$ cat src/rtl/traffic_pkg.sv
// Shared types and constants for the intersection light controller.
package traffic_pkg;

  typedef enum logic [2:0] {
    MG1,
    MG2,
    MY,
    WALK,
    SG,
    SY
  } state_t;

  localparam logic [1:0] SEL_BASE = 2'b00;
  localparam logic [1:0] SEL_EXT  = 2'b01;
  localparam logic [1:0] SEL_YEL  = 2'b10;

  localparam logic [3:0] DEF_BASE = 4'd6;
  localparam logic [3:0] DEF_EXT  = 4'd3;
  localparam logic [3:0] DEF_YEL  = 4'd2;

  typedef struct packed {
    logic rm;
    logic ym;
    logic gm;
    logic rs;
    logic ys;
    logic gs;
    logic w;
  } lamps_t;

  function automatic lamps_t decode_lamps(input state_t s);
    lamps_t l;
    l = '0;
    case (s)
      MG1, MG2: begin
        l.gm = 1'b1;
        l.rs = 1'b1;
      end
      MY: begin
        l.ym = 1'b1;
        l.rs = 1'b1;
      end
      WALK: begin
        l.rm = 1'b1;
        l.rs = 1'b1;
        l.w  = 1'b1;
      end
      SG: begin
        l.rm = 1'b1;
        l.gs = 1'b1;
      end
      SY: begin
        l.rm = 1'b1;
        l.ys = 1'b1;
      end
      default: begin
        l.gm = 1'b1;
        l.rs = 1'b1;
      end
    endcase
    return l;
  endfunction

endpackage

$ cat src/rtl/tick_timer.sv
// Free-running timebase divider plus the 4-bit loadable phase down-counter.
module tick_timer import traffic_pkg::*; #(
  parameter int unsigned TICK_DIV    = 1,
  parameter logic [3:0]  RESET_COUNT = 4'd5
) (
  input  logic       clk,
  input  logic       rst_n,
  input  logic       clear,
  input  logic       load,
  input  logic [3:0] load_value,
  output logic       tick,
  output logic       expired
);

  localparam int unsigned DW = (TICK_DIV > 1) ? $clog2(TICK_DIV) : 1;
  localparam logic [DW-1:0] DIV_LAST = DW'(TICK_DIV - 1);

  logic [DW-1:0] div;
  logic [3:0]    count;

  assign tick    = (div == DIV_LAST);
  assign expired = tick && (count == '0);

  always_ff @(posedge clk or negedge rst_n) begin
    if (!rst_n) begin
      div <= '0;
    end else if (clear || tick) begin
      div <= '0;
    end else begin
      div <= div + 1'b1;
    end
  end

  // Load has priority so an expiring phase reloads instead of wrapping.
  always_ff @(posedge clk or negedge rst_n) begin
    if (!rst_n) begin
      count <= RESET_COUNT;
    end else if (load) begin
      count <= load_value;
    end else if (tick) begin
      count <= count - 4'd1;
    end
  end

endmodule

$ cat src/rtl/traffic_controller.sv
// Two-road intersection light controller: Moore FSM, timing registers and walk latch.
module traffic_controller import traffic_pkg::*; #(
  parameter int unsigned TICK_DIV = 1
) (
  input  logic       clk,
  input  logic       reset,
  input  logic       sensor,
  input  logic       walkRequest,
  input  logic       reprogram,
  input  logic [1:0] extTimeSelector,
  input  logic [3:0] extTimeValue,
  output logic       Rm,
  output logic       Ym,
  output logic       Gm,
  output logic       Rs,
  output logic       Ys,
  output logic       Gs,
  output logic       W
);

  state_t     state, state_n;
  logic       sg_ext, sg_ext_n;
  logic       walk_latch;
  logic       enter_walk;
  logic [3:0] t_base, t_ext, t_yel;
  logic [3:0] t_base_n, t_ext_n, t_yel_n;
  logic [3:0] load_value;
  logic       tick, expired, advance, load;
  lamps_t     lamps;

  always_comb begin
    t_base_n = t_base;
    t_ext_n  = t_ext;
    t_yel_n  = t_yel;
    if (reprogram && (extTimeValue != '0)) begin
      case (extTimeSelector)
        SEL_BASE: t_base_n = extTimeValue;
        SEL_EXT:  t_ext_n  = extTimeValue;
        SEL_YEL:  t_yel_n  = extTimeValue;
        default:  ;
      endcase
    end
  end

  always_ff @(posedge clk or negedge reset) begin
    if (!reset) begin
      t_base <= DEF_BASE;
      t_ext  <= DEF_EXT;
      t_yel  <= DEF_YEL;
    end else begin
      t_base <= t_base_n;
      t_ext  <= t_ext_n;
      t_yel  <= t_yel_n;
    end
  end

  assign advance = tick && expired;
  assign load    = reprogram || advance;

  // Reprogram restarts MG1 with the value being written this same cycle.
  always_comb begin
    state_n    = state;
    sg_ext_n   = sg_ext;
    enter_walk = 1'b0;
    load_value = t_base - 4'd1;
    if (reprogram) begin
      state_n    = MG1;
      sg_ext_n   = 1'b0;
      load_value = t_base_n - 4'd1;
    end else if (advance) begin
      case (state)
        MG1: begin
          state_n    = MG2;
          load_value = (sensor ? t_ext : t_base) - 4'd1;
        end
        MG2: begin
          state_n    = MY;
          load_value = t_yel - 4'd1;
        end
        MY: begin
          if (walk_latch) begin
            state_n    = WALK;
            enter_walk = 1'b1;
            load_value = t_ext - 4'd1;
          end else begin
            state_n    = SG;
            load_value = t_base - 4'd1;
          end
        end
        WALK: begin
          state_n    = SG;
          load_value = t_base - 4'd1;
        end
        SG: begin
          if (!sg_ext && sensor) begin
            sg_ext_n   = 1'b1;
            load_value = t_ext - 4'd1;
          end else begin
            state_n    = SY;
            sg_ext_n   = 1'b0;
            load_value = t_yel - 4'd1;
          end
        end
        SY: begin
          state_n    = MG1;
          load_value = t_base - 4'd1;
        end
        default: begin
          state_n    = MG1;
          load_value = t_base - 4'd1;
        end
      endcase
    end
  end

  always_ff @(posedge clk or negedge reset) begin
    if (!reset) begin
      state      <= MG1;
      sg_ext     <= 1'b0;
      walk_latch <= 1'b0;
    end else begin
      state      <= state_n;
      sg_ext     <= sg_ext_n;
      walk_latch <= walkRequest || (walk_latch && !enter_walk);
    end
  end

  tick_timer #(
    .TICK_DIV   (TICK_DIV),
    .RESET_COUNT(DEF_BASE - 4'd1)
  ) u_tick_timer (
    .clk       (clk),
    .rst_n     (reset),
    .clear     (reprogram),
    .load      (load),
    .load_value(load_value),
    .tick      (tick),
    .expired   (expired)
  );

  assign lamps = decode_lamps(state);
  assign Rm    = lamps.rm;
  assign Ym    = lamps.ym;
  assign Gm    = lamps.gm;
  assign Rs    = lamps.rs;
  assign Ys    = lamps.ys;
  assign Gs    = lamps.gs;
  assign W     = lamps.w;

endmodule

$ cat config.mk
export PLATFORM = sky130hd
export DESIGN_NAME = traffic_controller
export DESIGN_NICKNAME = d
export VERILOG_FILES = /design/src/rtl/traffic_pkg.sv /design/src/rtl/tick_timer.sv /design/src/rtl/traffic_controller.sv
export SDC_FILE = /design/constraint.sdc
export NUM_CORES = 1
export LEC_CHECK = 0
export CORE_MARGIN = 2
export CORE_UTILIZATION = 45
export DETAILED_ROUTE_END_ITERATION = 8
export DONT_BUFFER_PORTS = 1
export GPL_ROUTABILITY_DRIVEN = 1
export HOLD_SLACK_MARGIN = 0.02
export PLACE_DENSITY = 0.58
export SYNTH_ARGS = -nofsm -noshare
export SYNTH_HDL_FRONTEND = slang
export SYNTH_SLANG_ARGS = --single-unit
$ cat constraint.sdc
create_clock -name clk -period 2.2 [get_ports clk]
set_input_delay 0.22 -clock clk [delete_from_list [all_inputs] [get_ports clk]]
set_output_delay 0.22 -clock clk [all_outputs]
set_load 0.02 [all_outputs]
==> results.md <==
- Die ar.: roughly 4000 µm²
- TritonCTS clock tree: done
- Layout cells sized above 1: 0.1746
- GRT Overall Usage: 0.1969
- Int Power: ~0.80 mW
- Crit path time final: slightly above 2 ns
- Cell Chain, Critical Path: inv_1 > ha_1 > or3b_4 > a2111oi_4 > a21oi_1 > nor4_1 > a221oi_1
- CP max stage delay: roughly 0.44 ns
- Top_reg_cell synth: dfrtp_1
- Row count: 21
- Die Width: 64.08 µm
- Area delta synth->final: 10.55%
- RSZ-0062 raised after global routing: no
- Worst-path clk slew: ~0.13 ns
- Commonest cells after routing, fill and taps aside: inv_1, dfrtp_1, nand2_1
- Sw power: ~0.42 mW
- Post-DP HPWL: between 2000 and 3000 µm
- Worst reg2reg path endpoint: u_tick_timer.count[1]
- Max-Slew Margin vs Limit: 0.3281
- Via count: roughly 1,300
- RD Place Congestion: a little under 0.9
- Ys async rst share: 1.000
- Pre-CTS WS: 0.09509 ns
- Maximum clock frequency: around 500 MHz
- Syn_area_per_cell: about 9 µm²
- Worst-case clock buffer depth: 2
- Pwr dens: approximately 680 nW/µm²
- Placed Area: 1713 µm²
- Clk sinks: 22
- 1st-iter DRT viols: ~80
- Setup TNS: 0 ns
- Total Nets Final: 210
- Worst R2R Start: u_tick_timer.count[0]
- Max Cap Viol: 0
- Crit path capture: u_tick_timer.count[1]
- Post-Syn Area: approximately 1600 µm²
- Status: finished, final reports clean
- Clock network power share: 0.189
- Count of input and output buffers: 0
- Vias per inst: between 5 and 6
- Initial core utilization: 0.4791
- Post-synthesis sequential area ratio: 0.3444
- Fin. max-slew vios: 0
- Clk Latency, worst-skew pair: 0.31 ns
- Power share of the combinational group: 0.341
- Hold Path Class: input pin to flop
- Clock Skews: about 0.0019 ns
- FF+latch count, synth: 22
- Routed len/inst: 15.80 µm
- Startpoint types: flop
- # IOs: 18
- Root buffer cell: clkbuf_4
- Worst Setup SP: u_tick_timer.count[0]
- ANT cells: 0
- Crit Path Class: flop to flop
- Standby leakage power: 0.7342 nW
- Fin crit share: 0.9299
- CTS buffer count: 3
- VDD IR max: approximately 0.40 mV
- Reg power frac: 0.469
- Unique cell type count in the Yosys netlist: 47
- Final Hold Fails: 0
- Die height: 64.08 µm
- Non-filler instance count after layout: 235
- Final setup viols: 0
- Sw frac: 0.3414
- Largest net degree at the start of global routing: 23
- Worst-Margin Slew: 1.004 ns
- Worst EP required: around 2.4 ns
- Vias in the first global route: approximately 1,400
- Cells after Synth: around 180
- Number of enable flip-flop cells after synthesis: 0
- Crit-path slowest cell: or3b_4
- R2R cell count: 7
- Initial DRT Pass Iterations: 4
- Critical Path Fanout Max: 5
- Crit path DAT: between 2 and 2.5 ns
- GRT overflow: 0
- R2r setup slk: about 0.15 ns
- First-pass GRT wire length: between 6000 and 7000 µm
- Dpl cells: roughly 230
- H-tree Lvls: 1
- Worst setup margin: 0.1541 ns
- Min-Delay Startpoint: extTimeValue[2]
- Post-route cell area: between 1500 and 2000 µm²
- CP endpoint kind: flop
- Yosys warning total: 0
- Wire length after detailed routing: about 3700 µm
- Initial antenna violation count: 0
- DRC: 0
- Syn Nets: roughly 200
- Util after Layout: 0.5297
- Core Region: 3390 µm²
- Routed Antenna Nets: 0
- Most common cell after layout, fill and taps aside: inv_1
## power groups by stage
stage / Sequential [mW] / Clock (mW) / Combinational, mW
3_3_place_gp: 0.575 / 0 / 0.378
2_1_floorplan: 0.549 / 0 / 0.324
4_1_cts: 0.566 / 0.239 / 0.411
3_5_place_dp: 0.574 / 0 / 0.393
5_1_grt: 0.580 / 0.248 / 0.466
6_report: 0.571 / 0.230 / 0.415
## sequential cells by signal, indices dropped and copies added (netlist names)
| register | flops |
|---|---|
| sg_ext | 1 |
| state | 3 |
| t_base | 4 |
| t_ext | 4 |
| t_yel | 4 |
| u_tick_timer.count | 4 |
| u_tick_timer.div | 1 |
| walk_latch | 1 |
## layer usage
layer,part of all wire,global-route usage,vias up
met1,0.46,0.2400,632
met2,0.49,0.3568,25
li1,-,-,661
met3,0.040,0.03345,5
met4,0.011,0.04891,0
met5,0,0,-
## layout make-up
type | count | area, µm²
clock buffers | 4 | 36.28
inverters | 16 | 60.06
multi-input cells | 135 | 982.2
well taps | 46 | 57.56
repair buffers | 12 | 100.1
fillers | 323 | 1594
flip-flops and latches | 22 | 559.3
## cells in the mapped netlist (all sizes together) (2+ instances only)
| cell type | n | area share |
|---|---|---|
| a2111oi | 2 | 0.022 |
| a211oi | 3 | 0.014 |
| a21o | 2 | 0.0092 |
| a21oi | 10 | 0.031 |
| a31oi | 2 | 0.0077 |
| and2 | 2 | 0.0077 |
| buf | 4 | 0.013 |
| clkbuf | 2 | 0.0046 |
| dfrtp | 15 | 0.23 |
| dfstp | 7 | 0.11 |
| ha | 9 | 0.069 |
| inv | 16 | 0.037 |
| mux2 | 8 | 0.055 |
| mux2i | 8 | 0.049 |
| nand2 | 12 | 0.028 |
| nand2b | 3 | 0.012 |
| nor2 | 10 | 0.023 |
| nor2b | 5 | 0.019 |
| nor3 | 12 | 0.040 |
| nor3b | 4 | 0.018 |
| nor4 | 2 | 0.0077 |
| o21ai | 10 | 0.031 |
| o31ai | 3 | 0.014 |
| xnor2 | 9 | 0.049 |
## metrics by stage
step,power (mW),hold slack [ns]
final,1.216,0.04641
after global routing,1.294,0.03378
after CTS,1.216,0.04116
after detailed placement,0.9677,-0.07483
after global placement,0.9523,-0.07504
after floorplan,0.8734,-0.07559
## critical path: cells and delay by family, from the launching register on
family	cells	cell delay (ns)
and+or+nand+nor	2	0.69
AOI/OAI and AO/OA	3	0.50
DFF	1	0.39
adders and majority gates	1	0.22
buffers and inverters	1	0.13
## cell families after synthesis
family,after synthesis,synth area share
and+or+nand+nor,58,0.1957
AOI/OAI and AO/OA,42,0.1803
DFF,22,0.3444
buffers and inverters,22,0.05470
muxes,16,0.1048
adders and majority gates,9,0.06934
xor gates and xnor gates,9,0.04854
other,1,0.002309
## how the worst min path moves through the flow
| stage | endpoint | slack [ns] | depth (start not counted) |
|---|---|---|---|
| final | t_yel[2] | 0.05 | 1 |
| after global routing | t_yel[3] | 0.03 | 1 |
| after CTS | u_tick_timer.count[0] | 0.04 | 2 |
| after detailed placement | t_base[0] | -0.07 | 0 |
| after global placement | t_base[0] | -0.08 | 0 |
| after floorplan | sg_ext | -0.08 | 0 |
## what timing repair did
action / 4_1_cts / 5_1_grt
gates resized for setup: 0 / 2
hold buffers: 4 / 0
setup buffers: 0 / 0
endpoints found under the hold margin: 27 / 0
setup endpoints to repair: 0 / 2
No activity file was read; power rests on OpenSTA's default activity.
